$ cat config.mk
export PLATFORM = sky130hd
export DESIGN_NAME = i2s_tx
export DESIGN_NICKNAME = d
export VERILOG_FILES = /design/src/rtl/i2s_tx.sv
export SDC_FILE = /design/constraint.sdc
export NUM_CORES = 1
export LEC_CHECK = 0
export ABC_CLOCK_PERIOD_IN_PS = 1800
export BUFFER_PORTS_ARGS = -buffer_cell sky130_fd_sc_hd__buf_4
export CAP_MARGIN = 20
export CORE_MARGIN = 1
export CORE_UTILIZATION = 57
export DETAILED_ROUTE_END_ITERATION = 7
export PLACE_DENSITY = 0.78
export SETUP_SLACK_MARGIN = 0.15
export SYNTH_ARGS = -nofsm -noshare
export SYNTH_HDL_FRONTEND = slang
export SYNTH_SLANG_ARGS = --single-unit
$ cat constraint.sdc
create_clock -name clk_i -period 1.8 [get_ports clk_i]
set_input_delay 0.18 -clock clk_i [delete_from_list [all_inputs] [get_ports clk_i]]
set_output_delay 0.18 -clock clk_i [all_outputs]
set_load 0.02 [all_outputs]
$ cat src/rtl/i2s_tx.sv
// I2S transmitter: derives BCLK/LRCLK from clk_i, requests one stereo sample per
// frame, and shifts it out MSB-first with the standard one-BCLK I2S data delay.
module i2s_tx #(
  parameter int CLK_DIV = 4
) (
  input  logic        clk_i,
  input  logic        rst_i,
  input  logic [31:0] sample_i,
  output logic        sample_req_o,
  output logic        bclk_o,
  output logic        lrclk_o,
  output logic        sdata_o
);

  localparam int DW = (CLK_DIV > 1) ? $clog2(CLK_DIV) : 1;
  localparam logic [DW-1:0] DIV_LAST = DW'(CLK_DIV - 1);

  logic [DW-1:0] div_cnt;
  logic [4:0]    bit_cnt;
  logic [4:0]    bit_nxt;
  logic [31:0]   shift;
  logic [31:0]   hold;
  logic          req_d;
  logic          half_tick;
  logic          fall_tick;

  assign half_tick = (div_cnt == DIV_LAST);
  assign fall_tick = half_tick & bclk_o;
  assign bit_nxt   = bit_cnt + 5'd1;

  // NOTE: every register here is sequential state, so all updates use <=;
  // blocking assignments would let later statements see same-edge values.
  always_ff @(posedge clk_i) begin
    if (rst_i) begin
      div_cnt      <= '0;
      bclk_o       <= 1'b0;
      bit_cnt      <= 5'd31;
      lrclk_o      <= 1'b0;
      sdata_o      <= 1'b0;
      shift        <= '0;
      hold         <= '0;
      sample_req_o <= 1'b0;
      req_d        <= 1'b0;
    end else begin
      div_cnt      <= half_tick ? '0 : div_cnt + 1'b1;
      sample_req_o <= 1'b0;
      req_d        <= sample_req_o;

      if (half_tick) bclk_o <= ~bclk_o;

      // The producer answers one cycle after the request; capture only then.
      if (req_d) hold <= sample_i;

      if (fall_tick) begin
        bit_cnt <= bit_nxt;
        lrclk_o <= (bit_nxt >= 5'd15) && (bit_nxt <= 5'd30);
        if (bit_nxt == 5'd0) begin
          shift        <= hold << 1;
          sdata_o      <= hold[31];
          sample_req_o <= 1'b1;
        end else begin
          shift   <= shift << 1;
          sdata_o <= shift[31];
        end
      end
    end
  end

endmodule
== Word-level counts from Yosys, hierarchy flattened ==
Cells that the tools add are included.

* Logic and storage cells: 24
* Bits in registers: 76

* Bitwise gates (word level): 3
* Add/sub/neg operators: 2
* Reduce and logical (&&, ||, !) cells: 4
* Multiplexer cells: 3
* Equality and inequality tests: 1
* Magnitude comparators: 2

{| class="wikitable"
|+ Operators by type and width
! operator !! number
|-
| 32-bit 2-to-1 mux || 1
|-
| 5-bit by 1-bit adder with 5-bit output (second input constant) || 1
|-
| 5-bit by 4-bit greater-or-equal comparator with 1-bit output (second input constant) || 1
|-
| 5-bit less-or-equal comparator (second input constant) || 1
|-
| 5-bit logical NOT || 1
|-
| 2-bit OR reduction || 2
|-
| 2-bit by 1-bit adder with 2-bit output (second input constant) || 1
|-
| 2-bit == test (second input constant) || 1
|-
| 1-bit 2-to-1 mux || 2
|-
| 1-bit NOT || 2
|-
| 1-bit bitwise AND || 1
|-
| 1-bit logical AND || 1
|}

== Longest topological paths before layout ==
* Depth in word-level cells: 4
* Depth in mapped cells: 7

== Worst setup path after synthesis ==
No wires, ideal clock.

* Kind: flip-flop to flip-flop
* From: register bit_cnt[0]
* To: register lrclk_o
* Arrival time: 1.554 ns
* Slack: 0.155 ns
* Cell stages (with the launch flop): 8
* Period minus slack after synthesis: 1.645 ns
* Required time: 1.709 ns
* Path buffers: 1
* Cells stage by stage: dfxtp_1 -> buf_2 -> inv_1 -> ha_1 -> o21bai_1 -> nor2_1 -> o31a_1 -> a311oi_1

* Longest elaborated chain between the ends: 3
* Elaborated cells between the ends (all ways): 4

{| class="wikitable"
|+ Ends and longest elaborated chain
! element !! RTL line !! source
|-
| from (decl) || 19 || <nowiki>logic [4:0] bit_cnt;</nowiki>
|-
| from (signal assigned) || 55 || <nowiki>bit_cnt <= bit_nxt;</nowiki>
|-
| 5-bit by 1-bit adder with 5-bit output * || 29 || <nowiki>assign bit_nxt = bit_cnt + 5'd1;</nowiki>
|-
| via bit_nxt[0] || 20 || <nowiki>logic [4:0] bit_nxt;</nowiki>
|-
| 5-bit by 4-bit greater-or-equal comparator with 1-bit output or 5-bit less-or-equal comparator (tied branches) || 56 || <nowiki>lrclk_o <= (bit_nxt >= 5'd15) && (bit_nxt <= 5'd30);</nowiki>
|-
| 1-bit logical AND * || 56 ||
|-
| to (signal assigned) || 56 ||
|-
| to (decl) || 11 || <nowiki>output logic lrclk_o,</nowiki>
|}

The timed path passes the listed nets; every way through them passes the cells marked *.
A chain may end at the register's enable or synchronous reset.

== Final worst setup path ==
* From: register bit_cnt[0]
* To: register shift[15]

* Longest elaborated chain between the ends: 3

{| class="wikitable"
|+ Ends and longest elaborated chain
! element !! RTL line !! source
|-
| 5-bit by 1-bit adder with 5-bit output || 29 ||
|-
| 5-bit logical NOT || 57 || <nowiki>if (bit_nxt == 5'd0) begin</nowiki>
|-
| 32-bit 2-to-1 mux || 57 ||
|-
| to (signal assigned) || 58 || <nowiki>shift <= hold << 1;</nowiki>
|-
| to (signal assigned) || 62 || <nowiki>shift <= shift << 1;</nowiki>
|-
| to (decl) || 21 || <nowiki>logic [31:0] shift;</nowiki>
|}

No other way between the ends.

==> metrics.csv <==
metric,value,unit
viasPerCell,5.62,
hold_viol_final,0,
dieHeight,76.9,µm
maxSlewHeadroom,65.8,%
yosysWarnings,0,
cp_cell_sequence,"buf_4, a211o_1, a21oi_4, buf_12, a21oi_1, a211oi_2",
p_total,3.33,mW
setup_ws,0.185,ns
cts-root-buf,clkbuf_8,
clockPowerShare,43.8,%
leakage,1.38,nW
switching_share,21.3,%
place_ws,0.0744,ns
grt_max_degree,46,
reg2reg_setup_slack,0.19,ns
fp.dieW,76.9,µm
portBuffers,37,
end_kind,flip-flop,
skew,0.00652,ns
vias,2547,
place_hpwl,4000,µm
antenna_cells,0,
n_fill_cell,390,
syn_avg_cell_area,9.34,µm²
overflow,0,
synth_area,3200,µm²
path_max_fanout,21,
p_seq_share,50.6,%
wl_per_cell,13.9,µm
slowest_stage,dfxtp_4,
grt_setup_unrepaired,yes,
cts_htree_levels,3,
min_path_cells,3,
status,finished clean,
combPwrFrac,5.6,%
drive_above_1_share,26.9,%
start_util,61.0,%
r2r-end,shift[15],
hold_buffers,0,
grtUsageTotal,23.1,%
cts.clk_slew.worst_paths,0.08,ns
cts.path.max_buffers,2,
fp-row-count,26,
cts_tree,done,
layout.nets,416,
drc,0,
synth_cells,342,
period_share,89.7,%
grt_pass1_wl,10900,µm
design.core.area,5240,µm²
numClockSinks,75,
cts-buffers-inserted,9,
pin_count,38,
worst_ep_arrival_time,1.88,ns
cp_top_family,compound AO/OA/AOI/OAI gates,
areaGrowthSynthToFinish,20.1,%
cp-start-kind,flip-flop,
antenna_found_initial,0,
drv_cap,0,
min_path_type,primary input to flip-flop,
worstSetupPathType,flip-flop to flip-flop,
setup_viol,0,
slowest_delay,0.37,ns
yosysUniqueCellTypes,30,
path_buf_inv,2,
final_max_slew_viol_count,0,
synth_seq_area_share,47.0,%
p_sw,0.708,mW
place_congestion,0.738,
synth_seq_cells,75,
fin_util,73.3,%
tightestPinTransition,0.513,ns
p_per_area,867,nW/µm²
dr.pass1.iters,5,
hold_path_end,hold[26],
tns,0,ns
reg2reg_depth,6,
final_antenna_net_count,0,
rr_startpoint,bit_cnt[0],
ir_worst_vdd,0.000587,V
synth_fp_nets,380,
clock_latency,0.35,ns
required,2.07,ns
internal_power,2.62,mW
dieArea,5910,µm²
min_from,sample_i[26],
hold-worst-slack,0.0604,ns
first_global_vias,2415,
routed_wirelength,6310,µm
period_needed,1.61,ns
drtIter0Drc,129,
fmax,619,MHz
==> through the flow <==
step,cells,area [µm²]
floorplan,342,3200
global placement,435,3560
detailed placement,435,3560
CTS,453,3810
global route,453,3840
finish,453,3840
==> timing repair <==
| action | CTS | global route |
|---|---|---|
| pin swaps | 1 | 3 |
| buffers inserted | 2 | 0 |
| endpoints found under the setup margin | 33 | 24 |
| gates resized for setup | 4 | 5 |
==> worst max-delay path by stage <==
stage | from | end | cells past startpoint
finish | bit_cnt[0] | shift[15] | 6
global route | bit_cnt[0] | sdata_o | 6
CTS | bit_cnt[0] | lrclk_o | 6
detailed placement | bit_cnt[1] | shift[9] | 6
global placement | bit_cnt[0] | lrclk_o | 6
floorplan | bit_cnt[0] | lrclk_o | 7
==> state kept, by name (all words and copies together), names as in the netlist <==
| name | count |
|---|---|
| bit_cnt | 5 |
| shift | 31 |
| lrclk_o | 1 |
| hold | 32 |
| sdata_o | 1 |
| bclk_o | 1 |
| div_cnt | 2 |
| sample_req_o | 1 |
| req_d | 1 |
==> layer usage <==
layer	track usage, %	vias to the layer above	share of wire [%]
met3	5.95	11	4.6
met5	0	-	0
met2	38.0	63	48
met4	8.65	0	1.3
li1	-	1246	-
met1	28.8	1227	46
==> area by class of cell <==
type	count	area, µm²	share of cell area [%]
sequential	75	1510	39.3
multi-input combinational	238	1570	41.0
clock buffer	12	155	4.04
timing repair buffer	52	435	11.3
clock inverter	4	72.6	1.89
tap	70	87.6	2.28
inverter	2	7.51	0.196
==> cells in the final DEF, fill, tap and decap left out, drive strengths merged, types with 3 or more instances in the layout <==
master	instances
dfxtp	75
nor2	69
buf	52
nand2	36
a21oi	35
mux2i	32
a211oi	31
clkbuf	12
ha	4
nand4	3
nand3	3
nand2b	3
xnor2	3
==> Yosys cell counts (all sizes together) <==
cell    instances  area (µm²)
a211o           2        17.5
a211oi         31         378
a21o            1        7.51
a21oi          35         186
a311oi          1        8.76
and2            2        12.5
buf            12        85.1
clkbuf         15        56.3
dfxtp          75        1500
ha              4        50.1
inv             2        7.51
mux2i          32         320
nand2          36         135
nand2b          3        18.8
nand3           3        15.0
nand4           3        18.8
nor2           69         259
nor2b           1        6.26
nor3            2        10.0
nor3b           2        15.0
nor4            1        6.26
o211ai          1        7.51
o21ai           1        5.00
o21bai          2        15.0
o31a            1        8.76
xnor2           3        26.3
xor2            2        17.5
==> power by group through the flow <==
stage	clock, mW	sequential [mW]	combinational [mW]
after floorplan	0	1.72	0.0982
after global placement	0	1.72	0.180
after detailed placement	0	1.72	0.184
after CTS	1.48	1.68	0.185
after global routing	1.56	1.68	0.203
final	1.46	1.68	0.187
==> cell families (layout without fill, tap and decap cells) <==
logic type,count (synthesis),in the layout,synth area share [%]
buffers and inverters,29,70,4.66
DFF,75,75,47.0
xor gates and xnor gates,5,5,1.37
muxes,32,32,10.0
adders and majority gates,4,4,1.57
and+or+nand+nor,122,122,15.5
AOI/OAI and AO/OA,75,75,19.9
==> tightest hold or removal path, cell delays in order <==
cell and delay, ns:
buf_4 0.07, mux2i_1 0.05, nor2_1 0.07
Power figures use the tool's default switching activity.
